$ cat config.mk
export PLATFORM = sky130hd
export DESIGN_NAME = uart_param_flat
export DESIGN_NICKNAME = d
export VERILOG_FILES = /design/src/rtl/uart_pkg.sv /design/src/rtl/uart_param_if.sv /design/src/rtl/uart_rx_fifo.sv /design/src/rtl/uart_param.sv /design/src/flat_wrapper.sv
export SDC_FILE = /design/constraint.sdc
export NUM_CORES = 1
export LEC_CHECK = 0
export CORE_MARGIN = 1.5
export CORE_UTILIZATION = 40
export DETAILED_ROUTE_END_ITERATION = 10
export PLACE_DENSITY = 0.54
export SYNTH_ARGS = -nofsm -noshare
export SYNTH_HDL_FRONTEND = slang
export SYNTH_SLANG_ARGS = --single-unit
$ cat constraint.sdc
create_clock -name clock -period 3.9 [get_ports clock]
set_input_delay 0.39 -clock clock [delete_from_list [all_inputs] [get_ports clock]]
set_output_delay 0.39 -clock clock [all_outputs]
set_load 0.02 [all_outputs]
$ cat src/rtl/uart_pkg.sv
// uart_pkg: parity modes, shared TX/RX state encoding and baud divider helper.
package uart_pkg;
  localparam int PAR_NONE = 0;
  localparam int PAR_ODD  = 1;
  localparam int PAR_EVEN = 2;

  typedef enum logic [2:0] {ST_IDLE, ST_START, ST_DATA, ST_PARITY, ST_STOP} state_e;

  function automatic int calc_div(input int clk_hz, input int baud, input int os);
    return (clk_hz + (baud * os) / 2) / (baud * os);
  endfunction
endpackage

$ cat src/rtl/uart_param_if.sv
// uart_param_if: host-side transmit request and receive FIFO signals of the UART.
interface uart_param_if #(parameter int DATA_BITS = 8);
  logic                 wr_en;
  logic [DATA_BITS-1:0] din;
  logic                 tx_busy;
  logic                 rd_en;
  logic                 rdy;
  logic [DATA_BITS-1:0] dout;
  logic                 parity_err;
  logic                 frame_err;
  logic                 overrun;

  modport master (output wr_en, din, rd_en,
                  input  tx_busy, rdy, dout, parity_err, frame_err, overrun);
  modport slave  (input  wr_en, din, rd_en,
                  output tx_busy, rdy, dout, parity_err, frame_err, overrun);
endinterface

$ cat src/rtl/uart_rx_fifo.sv
// uart_rx_fifo: synchronous FIFO with extra-MSB pointers; head is combinational
// and reads as zero while empty.
module uart_rx_fifo #(
  parameter int DEPTH = 4,
  parameter int WIDTH = 10
) (
  input  logic             clk,
  input  logic             rst_n,
  input  logic             push,
  input  logic [WIDTH-1:0] wdata,
  input  logic             pop,
  output logic [WIDTH-1:0] rdata,
  output logic             empty,
  output logic             full
);
  localparam int AW = $clog2(DEPTH);
  logic [AW:0]      wr_q, rd_q;
  logic [WIDTH-1:0] mem_q [DEPTH];
  logic             do_pop, do_push;

  assign empty   = wr_q == rd_q;
  assign full    = (wr_q[AW] != rd_q[AW]) && (wr_q[AW-1:0] == rd_q[AW-1:0]);
  assign do_pop  = pop && !empty;
  // a pop in the same cycle frees the slot a full FIFO needs for the push
  assign do_push = push && (!full || do_pop);
  assign rdata   = empty ? '0 : mem_q[rd_q[AW-1:0]];

  always_ff @(posedge clk or negedge rst_n)
    if (!rst_n) begin
      wr_q <= '0;
      rd_q <= '0;
    end else begin
      if (do_push) wr_q <= wr_q + (AW+1)'(1);
      if (do_pop)  rd_q <= rd_q + (AW+1)'(1);
    end

  always_ff @(posedge clk)
    if (do_push) mem_q[wr_q[AW-1:0]] <= wdata;
endmodule

$ cat src/rtl/uart_param.sv
// uart_param: parametrised full-duplex UART with tick generator, TX/RX FSMs
// and a receive FIFO carrying per-word parity/framing flags.
module uart_param
  import uart_pkg::*;
#(
  parameter int CLK_HZ     = 50_000_000,
  parameter int BAUD       = 115_200,
  parameter int OVERSAMPLE = 16,
  parameter int DATA_BITS  = 8,
  parameter int PARITY     = 0,
  parameter int STOP_BITS  = 1,
  parameter int RX_DEPTH   = 4
) (
  input  logic         clock,
  input  logic         reset_n,
  uart_param_if.slave  bus,
  output logic         tx,
  input  logic         rx
);
  localparam int DIV     = calc_div(CLK_HZ, BAUD, OVERSAMPLE);
  localparam int BIT_CYC = DIV * OVERSAMPLE;
  localparam int DW      = $clog2(DIV + 1);
  localparam int TCW     = $clog2(BIT_CYC);
  localparam int OCW     = $clog2(OVERSAMPLE);

  logic [1:0] rst_sync_q;
  logic       rst_n;

  always_ff @(posedge clock or negedge reset_n)
    if (!reset_n) rst_sync_q <= '0;
    else          rst_sync_q <= {rst_sync_q[0], 1'b1};
  assign rst_n = rst_sync_q[1];

  logic [DW-1:0] div_q;
  logic          rx_tick;
  assign rx_tick = div_q == DW'(DIV - 1);

  state_e               tx_st_q, tx_st_d;
  logic [TCW-1:0]       tx_cnt_q, tx_cnt_d;
  logic [2:0]           tx_idx_q, tx_idx_d;
  logic [DATA_BITS-1:0] tx_sh_q, tx_sh_d;
  logic                 tx_par_q, tx_par_d;
  logic                 tx_end;

  // TX times whole bit periods in clocks so START begins right after acceptance
  assign tx_end = tx_cnt_q == TCW'(BIT_CYC - 1);

  always_comb begin
    tx_st_d  = tx_st_q;
    tx_idx_d = tx_idx_q;
    tx_sh_d  = tx_sh_q;
    tx_par_d = tx_par_q;
    tx_cnt_d = (tx_st_q == ST_IDLE || tx_end) ? '0 : tx_cnt_q + TCW'(1);
    case (tx_st_q)
      ST_IDLE: if (bus.wr_en) begin
        tx_st_d  = ST_START;
        tx_sh_d  = bus.din;
        tx_par_d = (PARITY == PAR_ODD) ? ~^bus.din : ^bus.din;
      end
      ST_START: if (tx_end) begin
        tx_st_d  = ST_DATA;
        tx_idx_d = '0;
      end
      ST_DATA: if (tx_end) begin
        tx_sh_d  = tx_sh_q >> 1;
        tx_idx_d = tx_idx_q + 3'd1;
        if (tx_idx_q == 3'(DATA_BITS - 1)) begin
          tx_st_d  = (PARITY != PAR_NONE) ? ST_PARITY : ST_STOP;
          tx_idx_d = '0;
        end
      end
      ST_PARITY: if (tx_end) tx_st_d = ST_STOP;
      ST_STOP: if (tx_end) begin
        tx_idx_d = tx_idx_q + 3'd1;
        if (tx_idx_q == 3'(STOP_BITS - 1)) tx_st_d = ST_IDLE;
      end
      default: tx_st_d = ST_IDLE;
    endcase
  end

  assign tx = tx_st_q == ST_START  ? 1'b0 :
              tx_st_q == ST_DATA   ? tx_sh_q[0] :
              tx_st_q == ST_PARITY ? tx_par_q : 1'b1;
  assign bus.tx_busy = tx_st_q != ST_IDLE;

  logic [1:0]           rx_sync_q;
  logic                 rx_s;
  state_e               rx_st_q, rx_st_d;
  logic [OCW-1:0]       rx_cnt_q, rx_cnt_d;
  logic [2:0]           rx_idx_q, rx_idx_d;
  logic [DATA_BITS-1:0] rx_sh_q, rx_sh_d;
  logic                 rx_perr_q, rx_perr_d;
  logic                 push_q, push_d;
  logic [DATA_BITS+1:0] push_data_q, push_data_d;
  logic                 rx_mid;

  assign rx_s   = rx_sync_q[1];
  assign rx_mid = rx_tick && rx_cnt_q == OCW'(OVERSAMPLE - 1);

  always_comb begin
    rx_st_d     = rx_st_q;
    rx_idx_d    = rx_idx_q;
    rx_sh_d     = rx_sh_q;
    rx_perr_d   = rx_perr_q;
    push_d      = 1'b0;
    push_data_d = push_data_q;
    rx_cnt_d    = (rx_tick && rx_st_q != ST_IDLE) ? rx_cnt_q + OCW'(1) : rx_cnt_q;
    case (rx_st_q)
      ST_IDLE: if (!rx_s) begin
        rx_st_d  = ST_START;
        rx_cnt_d = '0;
      end
      ST_START: if (rx_tick && rx_cnt_q == OCW'(OVERSAMPLE/2 - 1)) begin
        rx_cnt_d  = '0;
        rx_idx_d  = '0;
        rx_perr_d = 1'b0;
        rx_st_d   = rx_s ? ST_IDLE : ST_DATA;
      end
      ST_DATA: if (rx_mid) begin
        rx_cnt_d = '0;
        rx_sh_d  = {rx_s, rx_sh_q[DATA_BITS-1:1]};
        rx_idx_d = rx_idx_q + 3'd1;
        if (rx_idx_q == 3'(DATA_BITS - 1))
          rx_st_d = (PARITY != PAR_NONE) ? ST_PARITY : ST_STOP;
      end
      ST_PARITY: if (rx_mid) begin
        rx_cnt_d  = '0;
        rx_perr_d = (PARITY == PAR_ODD) ? ~^{rx_sh_q, rx_s} : ^{rx_sh_q, rx_s};
        rx_st_d   = ST_STOP;
      end
      ST_STOP: if (rx_mid) begin
        push_d      = 1'b1;
        push_data_d = {rx_sh_q, rx_perr_q, ~rx_s};
        rx_st_d     = ST_IDLE;
      end
      default: rx_st_d = ST_IDLE;
    endcase
  end

  logic                 fifo_full, fifo_empty, ovr_q, ovr_d;
  logic [DATA_BITS+1:0] head;

  assign ovr_d = bus.rd_en ? 1'b0 : (push_q && fifo_full) ? 1'b1 : ovr_q;

  always_ff @(posedge clock or negedge rst_n)
    if (!rst_n) begin
      div_q       <= '0;
      tx_st_q     <= ST_IDLE;
      tx_cnt_q    <= '0;
      tx_idx_q    <= '0;
      tx_sh_q     <= '0;
      tx_par_q    <= 1'b0;
      rx_sync_q   <= 2'b11;
      rx_st_q     <= ST_IDLE;
      rx_cnt_q    <= '0;
      rx_idx_q    <= '0;
      rx_sh_q     <= '0;
      rx_perr_q   <= 1'b0;
      push_q      <= 1'b0;
      push_data_q <= '0;
      ovr_q       <= 1'b0;
    end else begin
      div_q       <= rx_tick ? '0 : div_q + DW'(1);
      tx_st_q     <= tx_st_d;
      tx_cnt_q    <= tx_cnt_d;
      tx_idx_q    <= tx_idx_d;
      tx_sh_q     <= tx_sh_d;
      tx_par_q    <= tx_par_d;
      rx_sync_q   <= {rx_sync_q[0], rx};
      rx_st_q     <= rx_st_d;
      rx_cnt_q    <= rx_cnt_d;
      rx_idx_q    <= rx_idx_d;
      rx_sh_q     <= rx_sh_d;
      rx_perr_q   <= rx_perr_d;
      push_q      <= push_d;
      push_data_q <= push_data_d;
      ovr_q       <= ovr_d;
    end

  uart_rx_fifo #(.DEPTH(RX_DEPTH), .WIDTH(DATA_BITS + 2)) u_fifo (
    .clk   (clock),
    .rst_n (rst_n),
    .push  (push_q),
    .wdata (push_data_q),
    .pop   (bus.rd_en),
    .rdata (head),
    .empty (fifo_empty),
    .full  (fifo_full)
  );

  assign bus.rdy        = !fifo_empty;
  assign bus.dout       = head[DATA_BITS+1:2];
  assign bus.parity_err = head[1];
  assign bus.frame_err  = head[0];
  assign bus.overrun    = ovr_q;
endmodule

$ cat src/flat_wrapper.sv
// flat-port wrapper written by rule: the top's interface ports become plain ports
module uart_param_flat import uart_pkg::*;
#(
  parameter int CLK_HZ     = 50_000_000,
  parameter int BAUD       = 115_200,
  parameter int OVERSAMPLE = 16,
  parameter int DATA_BITS  = 8,
  parameter int PARITY     = 0,
  parameter int STOP_BITS  = 1,
  parameter int RX_DEPTH   = 4
)
  (clock, reset_n, tx, rx, bus_wr_en, bus_din, bus_rd_en, bus_tx_busy, bus_rdy, bus_dout, bus_parity_err, bus_frame_err, bus_overrun);
  uart_param_if #(.DATA_BITS(DATA_BITS)) bus_i ();
  input  logic clock;
  input  logic reset_n;
  output logic tx;
  input  logic rx;
  input wire logic [$bits(bus_i.wr_en)-1:0] bus_wr_en;
  input wire logic [$bits(bus_i.din)-1:0] bus_din;
  input wire logic [$bits(bus_i.rd_en)-1:0] bus_rd_en;
  output wire logic [$bits(bus_i.tx_busy)-1:0] bus_tx_busy;
  output wire logic [$bits(bus_i.rdy)-1:0] bus_rdy;
  output wire logic [$bits(bus_i.dout)-1:0] bus_dout;
  output wire logic [$bits(bus_i.parity_err)-1:0] bus_parity_err;
  output wire logic [$bits(bus_i.frame_err)-1:0] bus_frame_err;
  output wire logic [$bits(bus_i.overrun)-1:0] bus_overrun;
  assign bus_i.wr_en = bus_wr_en;
  assign bus_i.din = bus_din;
  assign bus_i.rd_en = bus_rd_en;
  assign bus_tx_busy = bus_i.tx_busy;
  assign bus_rdy = bus_i.rdy;
  assign bus_dout = bus_i.dout;
  assign bus_parity_err = bus_i.parity_err;
  assign bus_frame_err = bus_i.frame_err;
  assign bus_overrun = bus_i.overrun;
  uart_param #(.CLK_HZ(CLK_HZ), .BAUD(BAUD), .OVERSAMPLE(OVERSAMPLE), .DATA_BITS(DATA_BITS), .PARITY(PARITY), .STOP_BITS(STOP_BITS), .RX_DEPTH(RX_DEPTH)) u_core (.clock(clock), .reset_n(reset_n), .bus(bus_i), .tx(tx), .rx(rx));
endmodule
==> results.txt <==
The internal power contribution is 2077 uW. The number of diodes is 0. The count of final setup violators came out at 0. The via-per-instance ratio came out at 5.069. The number of enable-type register cells in the synthesized netlist came out at 40. The number of remaining DRC errors came out at 0. Traced cell by cell, the critical path runs through xnor2_1 > nand3b_1 > and2_1 > clkdlybuf4s50_1. The depth of the worst register-to-register path came out at 3. The post-detailed-placement half-perimeter wirelength is 5796 microns. The number of sinks handled by clock tree synthesis is 110.

The net count reported at finish is 435. On the critical path the largest part of the delay comes from flip-flops. The transition time at the pin with the least slew margin came out at 0.9134 ns. The max capacitance violation total came out at 0. The worst setup path is launched from a register. Data arrives at the worst endpoint at 2.54 ns. After synthesis, the share of flip-flops with an asynchronous set or reset is 63.64%. The standby leakage power is 0.002338 uW.

Setup repair after global routing left no endpoint under its margin. The number of buffers created by CTS is 9. The number of buffers and inverters on the critical path is 1. Relative to the synthesized area, the layout overhead comes to 13.81%. The initial standard-cell utilization of the core came out at 41.50%. The post-CTS setup-driven buffer insertion count is 0. 27 I/O pins were placed. The sum of negative setup slack is 0 ns. In the synthesized netlist the dominant register cell turns out to be dfrtp_1. After detailed routing, the average wire length per cell comes to 14.26 microns. Global routing used 14.09% of the available tracks across all layers. At the later pin of the worst-skew pair, clock insertion delay measures 0.35 ns.

On the final layout, the worst clock skew is 0.006903 ns. The synthesized area divided by synthesized cell count is 13.14 sq um. The required time of the critical path is 3.51 ns.

On the worst path, the slowest cell contributes a delay of 0.82 ns. The first global-routing pass estimated 14430 microns of wire. After synthesis the cells add up to 5047 sq um. The detail route stage leaves a number of antenna-violating nets equal to 0. For the finished layout, the period the worst path requires is 2.928 ns. The highest-delay cell along the critical path is dfrtp_1. The worst relative slew slack came out at 38.88%. The peak ir drop on the vdd network is 0.0003233 V.

The placeable core region came out at 12160 sq um. In this run, the number of DRC markers left after iteration 0 of detailed routing was 149. At the end of routability-driven placement, the weighted congestion stood at 0.7996. After synthesis the netlist holds a flip-flop and latch count of 110.

The count of buffers from port buffering is 26. The gate count of the mapped netlist came out at 384. The power dissipated by switching net loads is 833.7 uW. The worst hold margin is 0.1987 ns. In this run the critical register-to-register path is captured at u_core.u_fifo.mem_q[3][4]$_DFFE_PP_. The initialized floorplan defines 40 standard-cell rows. The part of the total power dissipated in combinational logic is 21.6%. The x dimension of the die is 115.3 microns. Net switching is 28.64% of the power. TritonCTS built the clock tree. Yosys mapped the design onto 57 distinct sky130hd cell types. The worst register-to-register path begins at u_core.u_fifo.rd_q[0]$_DFFE_PN0P_.

The final number of hold-violating endpoints is 0. The root buffer cell chosen for the clock tree is clkbuf_16. The share of layout cells above drive strength 1 is 13.56%. The sequential cell area fraction in the yosys report is 58.55%.

The die span in y came out at 115.3 microns. The power density over the cells is 506.7 nW/um^2. The number of nets handed over by synthesis was 411.

In the layout the commonest cells are dfrtp_1 (67), edfxtp_1 (40), nor2_1 (27). The total wire length after detailed routing is 8284 microns. Counting the fill cells in the layout gives 1105. The path class of the tightest hold or removal check is in2async. The via count of the first global-routing pass was 2969.

The setup path with the least slack is of type reg2out. The highest clock rate is 0.3415 GHz. The number of hold-repair buffers added at the cts stage is 0. The worst setup slack for register-to-register paths came out at 1.42 ns. For this run, the number of Yosys warnings is 0. For this block, the via count after detailed routing is 2945. Entering global routing, the biggest net connects 38 pins. Along the worst path, the maximum fanout reaches 13.

Leaving out fill and tap cells, the most frequent cell in the layout is dfrtp_1. The portion of total power attributed to sequential cells is 48.5%. The total iterations of the first detailed-routing run came out at 4.

After clock tree synthesis, the repair step resized 0 gates. The portion of total power attributed to the clock network came out at 29.9%. The floorplan step defined a die boundary enclosing 13300 sq um. STA classifies the critical path endpoint as an output port. The final max-slew violation count came to 0. The flow ran to the end, and the final reports show no timing, DRC or antenna violations. The clock-pin slew on the worst setup and hold paths came out at 0.07 ns. The final global-route overflow total is 0. The number of H-tree levels is 3. The portion of the clock cycle consumed by the worst path in the final layout came out at 75.08%.

The maximum number of buffers from clock root to sink came out at 2. The initial antenna violation count came out at 0.
-- power groups by stage --
stage | combinational, uW | clock, uW | sequential (uW)
after global routing | 688 | 948 | 1430
after floorplan | 490 | 0 | 1360
final | 629 | 871 | 1410
after detailed placement | 640 | 0 | 1440
after CTS | 639 | 908 | 1420
after global placement | 625 | 0 | 1430
-- routing by layer --
layer  GRT usage, %  wire (microns)
met5              0               0
met4          5.761             142
met3          3.848             253
met2          21.78            3825
met1          18.89            4063
-- logic make-up (layout without fill, tap and decap cells) --
kind of cell	Yosys count	in the layout	share of synthesized area, %
AND/OR/NAND/NOR	101	101	11.35
buffers and inverters	32	61	2.777
XOR/XNOR	33	33	5.999
flip-flops	110	110	58.55
AO/OA/AOI/OAI	60	60	8.255
other	1	1	0.07430
adder cells (fa/ha/maj)	14	14	3.471
multiplexers	33	33	9.519
-- synth_stat cells, types with 2 or more instances --
| library cell | instances | area [sq um] |
|---|---|---|
| buf_2 | 4 | 20.02 |
| inv_1 | 16 | 60.06 |
| nand3_1 | 12 | 60.06 |
| ha_1 | 14 | 175.2 |
| o21ai_0 | 15 | 75.07 |
| nand4b_1 | 2 | 17.52 |
| a21oi_1 | 9 | 45.04 |
| o22a_1 | 6 | 52.55 |
| o22ai_1 | 2 | 12.51 |
| nor3_1 | 6 | 30.03 |
| xor2_1 | 10 | 87.58 |
| nor3b_1 | 3 | 22.52 |
| o31ai_1 | 3 | 22.52 |
| o21a_1 | 7 | 52.55 |
| xnor2_1 | 22 | 192.7 |
| mux4_2 | 10 | 225.2 |
| nand2b_1 | 4 | 25.02 |
| nor2_1 | 27 | 101.4 |
| mux2_2 | 20 | 225.2 |
| nor2b_1 | 4 | 25.02 |
| nand2_1 | 17 | 63.81 |
| dfrtp_1 | 68 | 1702 |
| o2bb2ai_1 | 3 | 26.28 |
| and2_1 | 13 | 81.33 |
| buf_6 | 2 | 22.52 |
| and4_1 | 2 | 17.52 |
| a31oi_1 | 2 | 12.51 |
| mux2i_1 | 3 | 30.03 |
| clkbuf_1 | 10 | 37.54 |
| edfxtp_1 | 40 | 1201 |
| dfstp_2 | 2 | 52.55 |
-- through the flow --
stage	setup slack, ns	cells	utilization (%)	instance area, sq um	power (uW)
floorplan	1.810	384	-	5047	1847
global placement	1.340	565	44.91	5461	2059
detailed placement	1.272	565	44.91	5461	2078
CTS	0.8744	581	47.23	5744	2964
global route	0.7157	581	47.23	5744	3070
finish	0.9718	581	47.23	5744	2911
-- area by class of cell --
| cell class | count | area (sq um) | share of cell area, % |
|---|---|---|---|
| Clock buffer | 10 | 229.0 | 3.986 |
| Clock inverter | 6 | 53.80 | 0.9366 |
| Inverter | 16 | 60.06 | 1.046 |
| Multi-Input combinational cell | 242 | 1952 | 33.98 |
| Sequential cell | 110 | 2957 | 51.47 |
| Tap cell | 168 | 210.2 | 3.659 |
| Timing Repair Buffer | 29 | 282.8 | 4.923 |
-- worst max path at each step --
| stage | start | to | cells after the start |
|---|---|---|---|
| after global placement | u_core.u_fifo.rd_q[0]$_DFFE_PN0P_ | bus_parity_err | 4 |
| after CTS | u_core.u_fifo.rd_q[0]$_DFFE_PN0P_ | bus_dout[7] | 4 |
| after detailed placement | u_core.u_fifo.rd_q[0]$_DFFE_PN0P_ | bus_dout[7] | 4 |
| after floorplan | u_core.rst_sync_q[1]$_DFF_PN0_ | u_core.bus.overrun$_DFFE_PN0P_ | 0 |
| after global routing | u_core.u_fifo.rd_q[0]$_DFFE_PN0P_ | bus_dout[4] | 4 |
| final | u_core.u_fifo.rd_q[0]$_DFFE_PN0P_ | bus_dout[6] | 4 |
-- sequential cells by signal, indices dropped and copies added, names as in the netlist, 2 cells and up --
| register | cells |
|---|---|
| u_core.rx_idx_q | 3 |
| u_core.u_fifo.mem_q | 40 |
| u_core.div_q | 5 |
| u_core.tx_cnt_q | 9 |
| u_core.tx_sh_q | 8 |
| u_core.tx_st_q | 3 |
| u_core.push_data_q | 10 |
| u_core.u_fifo.rd_q | 3 |
| u_core.tx_idx_q | 3 |
| u_core.rx_st_q | 3 |
| u_core.rx_sync_q | 2 |
| u_core.rx_cnt_q | 4 |
| u_core.rx_sh_q | 8 |
| u_core.u_fifo.wr_q | 3 |
| u_core.rst_sync_q | 2 |
(Power assumes the default switching activity.)
